## config.mk

```make
export PLATFORM = sky130hd
export DESIGN_NAME = multicycle_sequencer
export DESIGN_NICKNAME = d
export VERILOG_FILES = /design/src/rtl/multicycle_sequencer.sv
export SDC_FILE = /design/constraint.sdc
export NUM_CORES = 1
export LEC_CHECK = 0
export ABC_AREA = 1
export BUFFER_PORTS_ARGS = -buffer_cell sky130_fd_sc_hd__buf_4
export CAP_MARGIN = 15
export CORE_AREA = 2 2 101 103
export DETAILED_ROUTE_END_ITERATION = 8
export DIE_AREA = 0 0 103 105
export PLACE_DENSITY = 0.48
export RECOVER_POWER = 25
export SLEW_MARGIN = 20
export SYNTH_ARGS = -nofsm -noshare
export SYNTH_HDL_FRONTEND = slang
export SYNTH_SLANG_ARGS = --single-unit
export TNS_END_PERCENT = 5
```

## constraint.sdc

```tcl
create_clock -name clk -period 4.51 [get_ports clk]
set_clock_uncertainty 0.15 [all_clocks]
set_input_delay 0.451 -clock clk [delete_from_list [all_inputs] [get_ports clk]]
set_output_delay 0.451 -clock clk [all_outputs]
set_load 0.03 [all_outputs]
```

## src/rtl/multicycle_sequencer.sv

```systemverilog
// Multi-cycle FETCH/DECODE/EXEC/MEM/WB sequencer for the KGP-RISC core.
// Produces datapath and memory strobes, counts retired instructions and traps on illegal opcodes or memory timeouts.
module multicycle_sequencer #(
    parameter int TIMEOUT = 16,
    parameter int CNT_W   = 32
) (
    input  logic             clk,
    input  logic             rst,
    input  logic             start,
    input  logic [4:0]       opcode,
    input  logic             mem_read,
    input  logic             mem_write,
    input  logic             reg_write,
    input  logic [2:0]       branch_op,
    input  logic             imem_ready,
    input  logic             dmem_ready,
    output logic             imem_req,
    output logic             ir_write,
    output logic             alu_en,
    output logic             dmem_req,
    output logic             dmem_we,
    output logic             reg_we,
    output logic             pc_write,
    output logic             busy,
    output logic             halted,
    output logic             fault,
    output logic [1:0]       fault_code,
    output logic [CNT_W-1:0] retired,
    output logic [2:0]       state_o
);

    typedef enum logic [2:0] {
        S_IDLE   = 3'd0,
        S_FETCH  = 3'd1,
        S_DECODE = 3'd2,
        S_EXEC   = 3'd3,
        S_MEM    = 3'd4,
        S_WB     = 3'd5,
        S_HALT   = 3'd6,
        S_FAULT  = 3'd7
    } state_t;

    typedef enum logic [1:0] {
        FC_NONE    = 2'd0,
        FC_ILLEGAL = 2'd1,
        FC_IMEM_TO = 2'd2,
        FC_DMEM_TO = 2'd3
    } fault_code_t;

    localparam int WAIT_W = (TIMEOUT > 1) ? $clog2(TIMEOUT) : 1;
    localparam logic [WAIT_W-1:0] WAIT_LAST = WAIT_W'(TIMEOUT - 1);

    state_t            state_q, state_d;
    logic [WAIT_W-1:0] wait_cnt_q, wait_cnt_d;
    logic [CNT_W-1:0]  retired_q, retired_d;
    fault_code_t       fault_code_q, fault_code_d;

    // Decoder outputs captured in DECODE so EXEC/MEM/WB are immune to IR-side changes.
    logic mem_read_q, mem_read_d;
    logic mem_write_q, mem_write_d;
    logic reg_write_q, reg_write_d;
    logic branch_q, branch_d;

    logic opcode_legal;
    logic retire;

    always_comb begin
        case (opcode)
            5'd0, 5'd1, 5'd2, 5'd5, 5'd6, 5'd7,
            5'd8, 5'd9, 5'd10, 5'd11, 5'd13, 5'd31: opcode_legal = 1'b1;
            default:                                opcode_legal = 1'b0;
        endcase
    end

    always_comb begin
        state_d      = state_q;
        wait_cnt_d   = wait_cnt_q;
        fault_code_d = fault_code_q;
        mem_read_d   = mem_read_q;
        mem_write_d  = mem_write_q;
        reg_write_d  = reg_write_q;
        branch_d     = branch_q;
        imem_req     = 1'b0;
        ir_write     = 1'b0;
        alu_en       = 1'b0;
        dmem_req     = 1'b0;
        dmem_we      = 1'b0;
        reg_we       = 1'b0;
        pc_write     = 1'b0;

        case (state_q)
            S_IDLE: begin
                if (start) state_d = S_FETCH;
            end
            S_FETCH: begin
                imem_req = 1'b1;
                if (imem_ready) begin
                    ir_write = 1'b1;
                    state_d  = S_DECODE;
                end else if (wait_cnt_q == WAIT_LAST) begin
                    fault_code_d = FC_IMEM_TO;
                    state_d      = S_FAULT;
                end else begin
                    wait_cnt_d = wait_cnt_q + 1'b1;
                end
            end
            S_DECODE: begin
                mem_read_d  = mem_read;
                mem_write_d = mem_write;
                reg_write_d = reg_write;
                branch_d    = (branch_op != 3'd0);
                if (!opcode_legal) begin
                    fault_code_d = FC_ILLEGAL;
                    state_d      = S_FAULT;
                end else if (opcode == 5'd31) begin
                    state_d = S_HALT;
                end else begin
                    state_d = S_EXEC;
                end
            end
            S_EXEC: begin
                alu_en = 1'b1;
                if (mem_read_q || mem_write_q) begin
                    state_d = S_MEM;
                end else if (branch_q && !reg_write_q) begin
                    pc_write = 1'b1;
                    state_d  = S_FETCH;
                end else begin
                    state_d = S_WB;
                end
            end
            S_MEM: begin
                dmem_req = 1'b1;
                dmem_we  = mem_write_q;
                if (dmem_ready) begin
                    if (mem_write_q) begin
                        pc_write = 1'b1;
                        state_d  = S_FETCH;
                    end else begin
                        state_d = S_WB;
                    end
                end else if (wait_cnt_q == WAIT_LAST) begin
                    fault_code_d = FC_DMEM_TO;
                    state_d      = S_FAULT;
                end else begin
                    wait_cnt_d = wait_cnt_q + 1'b1;
                end
            end
            S_WB: begin
                reg_we   = reg_write_q;
                pc_write = 1'b1;
                state_d  = S_FETCH;
            end
            default: ; // HALT and FAULT leave only through reset
        endcase

        // Every state change restarts the wait counter, covering entry to FETCH and MEM.
        if (state_d != state_q) wait_cnt_d = '0;
    end

    assign retire    = pc_write;
    assign retired_d = retire ? retired_q + 1'b1 : retired_q;

    // NOTE: state registers use non-blocking assignments so every flop samples pre-edge values.
    always_ff @(posedge clk) begin
        if (rst) begin
            state_q      <= S_IDLE;
            wait_cnt_q   <= '0;
            retired_q    <= '0;
            fault_code_q <= FC_NONE;
            mem_read_q   <= 1'b0;
            mem_write_q  <= 1'b0;
            reg_write_q  <= 1'b0;
            branch_q     <= 1'b0;
        end else begin
            state_q      <= state_d;
            wait_cnt_q   <= wait_cnt_d;
            retired_q    <= retired_d;
            fault_code_q <= fault_code_d;
            mem_read_q   <= mem_read_d;
            mem_write_q  <= mem_write_d;
            reg_write_q  <= reg_write_d;
            branch_q     <= branch_d;
        end
    end

    assign busy       = (state_q != S_IDLE) && (state_q != S_HALT) && (state_q != S_FAULT);
    assign halted     = (state_q == S_HALT);
    assign fault      = (state_q == S_FAULT);
    assign fault_code = fault_code_q;
    assign retired    = retired_q;
    assign state_o    = state_q;

endmodule

```

==> out/results.txt, run 1 <==
Worst Path Buf+Inv: 2
Final Setup Violations: 0
met3 wire length: 391 µm
critical-path cell list: nand2_2, nor2_4, inv_2, o21ai_4, buf_4
post-synthesis sequential area ratio: 31.8%
CTS max path bufs: 2
cell accounting for the most synthesized area: dfxtp_1
Post CTS Setup Buffer Count: 0
status: finished, final reports clean
sequential share of power: 48.0%
via/cell ratio: 4.57
I/O Pins: 63
max layer used: met4
Routed WL: 8.20 mm
Power per Cell Area: 267 nW/µm²
syn_area_per_cell: 5.99 µm²
Worst Setup EP: pc_write
largest delay contributor family on the critical path: compound AO/OA/AOI/OAI gates
first-pass GRT wire length: 13.6 mm
GPL Wtd Cong: 0.879
Clock power frac: 26.6%
HPWL Detailed: 6.34 mm
Die Span X: 103 µm
dpl cells: 659
Max Fclk: 0.366 GHz
hold path startpoint: branch_op[2]
reg2reg end: retired[14]
final slew viol count: 0
CTS Hold Bufs: 0
Final min period: 2730 ps
asr flop ratio synth: 0%
vias: 3042
setup TNS: 0 ps
synth unique cells: 32
startpoint types: register
number of flops mapped to enable cells by yosys: 0
Sink Count: 45
CP Max Fanout: 35
IO Port Bufs: 62
Switch Pwr: 0.314 mW
RR Startpoint: state_o[1]
Iter 0 DRT Violations: 139
CTS H-tree depth: 2
antenna-violating nets left: 0
clock-pin slew on the worst setup and hold paths: 90 ps
GRT Total Usage: 15.7%
CTS tree: built
period utilisation layout: 60.6%
layout cells sized above 1: 12.6%
FF-to-FF setup slack: 2240 ps
Area contributors post-synth: dfxtp_1, nand2_1, nor2_1
syn_nets: 491
Worst Hold Class: input pin to register
CP Depth: 5
Die Height: 105 µm
post-synth top area share: 31.8%
initial antenna violation count: 0
routed metal-1 wire length: 3.64 mm
Required @ worst endpoint: 3910 ps
CP max-delay cell: o21ai_4
Lkg Pwr: 1.29 nW
Avg WL per Cell: 12.3 µm
Min Hold Slack: 266 ps
r2r worst-path depth: 9
CTS root buffer: clkbuf_8
Filler cells: 1133
synth warn: 0
Total Die Area: 10800 µm²
most frequent cells in the layout: nand2_1, nor2_1, inv_1, dfxtp_1, buf_4
CTS Buf Count: 5
worst relative slew slack: 14.9%
ys flop type: dfxtp_1
drt first pass iters: 4
metal2 WL: 4.11 mm
Cell Rows: 36
starting density of the core: 29.4%
worst hold path depth: 3
# DRC: 0
Placeable Area: 9640 µm²
switching part of the total: 34.5%
Post-Synthesis Cells: 473
CP max stage delay: 690 ps
#FFs+latches synth: 45
RSZ-0062 raised after global routing: false
Worst Setup Path Type: register to output pin
worst setup margin: 1780 ps
Mapped Area: 2830 µm²
Crit. Startpoint: state_o[1]
Congestion Overflow GR: 0
n_diodes: 0
Final Hold Viols: 0
commonest non-fill, non-tap cell in the layout: nand2_1
largest net degree at the start of global routing: 36
Clk Latency, worst-skew pair: 300 ps
VDD IR max: 0.186 mV
Gate power share: 25.3%
Final Non-Filler Cells: 665
Worst Max-Slew Pin Slew: 1280 ps
internal power: 0.595 mW
nets@finish: 551
vias in the first global route: 2909
crit end category: output pin
post_cts resized: 0
P&R area growth vs syn: 20.0%
maxcap violations: 0
worst slack at placement: 2090 ps
Arr. time, crit path: 2130 ps
## metrics by stage
| stage | power (mW) | cell area [µm²] | utilization (%) |
|---|---|---|---|
| floorplan | 0.610 | 2830 | - |
| global placement | 0.683 | 3410 | 35.3 |
| detailed placement | 0.683 | 3410 | 35.3 |
| CTS | 0.928 | 3480 | 36.1 |
| global route | 0.965 | 3400 | 35.3 |
| finish | 0.908 | 3400 | 35.3 |
## flip-flops by register name, indices dropped and copies added, names as in the netlist
signal / flops
wait_cnt_q: 4
state_o: 3
mem_read_q: 1
reg_write_q: 1
branch_q: 1
mem_write_q: 1
fault_code: 2
retired: 32
## power by group through the flow
stage               Clock (mW)  Sequential [mW]  Combinational (mW)
floorplan                    0            0.463               0.146
global placement             0            0.445               0.238
detailed placement           0            0.446               0.237
CTS                      0.253            0.437               0.238
global route             0.267            0.440               0.258
finish                   0.242            0.436               0.230
## logic make-up (layout without fill, tap and decap cells)
kind of cell / after synthesis / count (layout) / share of synthesized area [%]
AOI/OAI and AO/OA: 56 / 56 / 10.7
and+or+nand+nor: 306 / 306 / 46.1
xor gates and xnor gates: 6 / 6 / 1.85
buffers and inverters: 58 / 117 / 8.61
adders and majority gates: 2 / 2 / 0.883
DFF: 45 / 45 / 31.8
## worst min path at each step
stage / endpoint
6_report: branch_q
5_1_grt: branch_q
4_1_cts: branch_q
3_5_place_dp: fault_code[0]
3_3_place_gp: fault_code[0]
2_1_floorplan: reg_write_q
## layout make-up
type | instances | area (µm²) | area share, %
Clock buffer | 5 | 68.8 | 2.02
Clock inverter | 1 | 5.00 | 0.147
Inverter | 49 | 184 | 5.41
Multi-Input combinational cell | 370 | 1690 | 49.7
Sequential cell | 45 | 901 | 26.5
Tap cell | 133 | 166 | 4.89
Timing Repair Buffer | 62 | 387 | 11.4
## routing by layer
metal | vias up | global-route usage, %
met2 | 64 | 27.6
met1 | 1359 | 19.1
li1 | 1610 | -
met5 | - | 0
met4 | 0 | 3.95
met3 | 9 | 3.41
## worst reg2reg max path: stages (launching register included)
cell and delay [ps]:
dfxtp_1 520, nand2_2 110, nor2_4 130, inv_2 70
o21ai_4 690, nand2_1 140, inv_2 110, nand2_1 70
o21ai_1 120, nor2_1 50
## cells in the mapped netlist, types with 2 or more instances
master,number
nand3_2,3
ha_1,2
buf_4,3
nand3_1,21
and3_1,2
nor2_1,77
xnor2_1,2
nand2_1,166
nor3_1,9
nor2_2,4
dfxtp_1,45
nand2_2,3
a21oi_1,35
nand3b_1,10
buf_6,2
nor3_2,2
inv_2,4
xor2_1,4
nor3b_1,2
nand4_1,5
inv_1,45
o21ai_1,2
o21ai_0,13
clkbuf_1,4
(Power assumes the default switching activity.)
==> run 2: changes to the inputs <==
PLACE_DENSITY = 0.5   (was 0.48)
clock period = 2.4 ns   (was 4.51 ns; I/O delays follow)
==> out/results.txt, run 2 (synthesized netlist as in run 1, its figures left out) <==
Max Fclk: 0.453 GHz
Worst Setup Path Type: register to output pin
CTS max path bufs: 2
Final Hold Viols: 0
nets@finish: 555
Worst Max-Slew Pin Slew: 541 ps
Final Non-Filler Cells: 671
HPWL Detailed: 6.43 mm
Die Span X: 103 µm
max layer used: met4
dpl cells: 663
RSZ-0062 raised after global routing: false
metal2 WL: 3.91 mm
worst hold path depth: 3
CTS Hold Bufs: 0
# DRC: 0
VDD IR max: 0.375 mV
CTS tree: built
period utilisation layout: 92.0%
layout cells sized above 1: 13.0%
P&R area growth vs syn: 22.7%
I/O Pins: 63
status: finished, final reports clean
post_cts resized: 0
crit end category: output pin
Power per Cell Area: 537 nW/µm²
Worst Hold Class: input pin to register
Routed WL: 8.16 mm
commonest non-fill, non-tap cell in the layout: nand2_1
most frequent cells in the layout: nand2_1, nor2_1, inv_1, dfxtp_1, buf_4
Cell Rows: 36
CTS H-tree depth: 2
final slew viol count: 0
worst slack at placement: 395 ps
Sink Count: 45
r2r worst-path depth: 9
first-pass GRT wire length: 13.9 mm
GRT Total Usage: 15.8%
CP max stage delay: 500 ps
Total Die Area: 10800 µm²
drt first pass iters: 4
Final min period: 2210 ps
worst relative slew slack: 63.9%
via/cell ratio: 4.52
critical-path cell list: nand2_2, nor2_4, inv_2, o21ai_4, buf_4
largest net degree at the start of global routing: 26
CP Max Fanout: 18
Placeable Area: 9640 µm²
initial antenna violation count: 0
Required @ worst endpoint: 2010 ps
vias in the first global route: 2957
GPL Wtd Cong: 0.873
Iter 0 DRT Violations: 94
Die Height: 105 µm
Pwr Total: 1.87 mW
Lkg Pwr: 1.32 nW
CP max-delay cell: dfxtp_1
met3 wire length: 465 µm
starting density of the core: 29.4%
Arr. time, crit path: 1820 ps
CTS Buf Count: 5
Min Hold Slack: 46.7 ps
setup TNS: 0 ps
IO Port Bufs: 62
Filler cells: 1088
vias: 3030
clock-pin slew on the worst setup and hold paths: 90 ps
Post CTS Setup Buffer Count: 0
Final Setup Violations: 0
Avg WL per Cell: 12.2 µm
n_diodes: 0
max reg flops: 32
CTS root buffer: clkbuf_8
Congestion Overflow GR: 0
antenna-violating nets left: 0
startpoint types: register
Clk Latency, worst-skew pair: 300 ps
maxcap violations: 0
worst setup margin: 191 ps
routed metal-1 wire length: 3.62 mm
[run 2: report_power, final]
part           switching, mW  internal, mW  leakage (nW)
logic                  0.287         0.147         0.902
registers             0.0372         0.783         0.363
clock network          0.274         0.340        0.0585
[run 2: metrics by stage]
stage	util [%]	cell area, µm²
after floorplan	-	2830
after global placement	35.8	3450
after detailed placement	35.8	3450
after CTS	37.0	3560
after global routing	36.1	3480
final	36.1	3480
[run 2: critical path, delay by kind of cell, from the launching register on]
kind,cells,cell delay [ps]
AND/OR/NAND/NOR,2,230
flip-flops,1,500
AO/OA/AOI/OAI,1,450
buffers and inverters,2,330
[run 2: routing by layer]
| layer | track usage (%) | vias up |
|---|---|---|
| li1 | - | 1625 |
| met1 | 20.0 | 1315 |
| met5 | 0 | - |
| met3 | 3.48 | 12 |
| met2 | 26.6 | 78 |
| met4 | 4.23 | 0 |
[run 2: path summary, 6_finish.rpt]
kind / from / end / slack, ps
hold / removal: mem_read / mem_read_q / 50
hold reg to reg: retired[5] / retired[5] / 340
setup reg to reg: state_o[1] / retired[14] / 430
setup / recovery: state_o[1] / pc_write / 190
[run 2: cell type report]
class / instances / area, µm² / area share (%)
clock buffer: 7 / 86.3 / 2.48
clock inverter: 1 / 30.0 / 0.864
inverter: 49 / 184 / 5.29
multi-input combinational: 370 / 1680 / 48.4
sequential: 45 / 901 / 25.9
tap: 133 / 166 / 4.79
timing repair buffer: 66 / 425 / 12.2
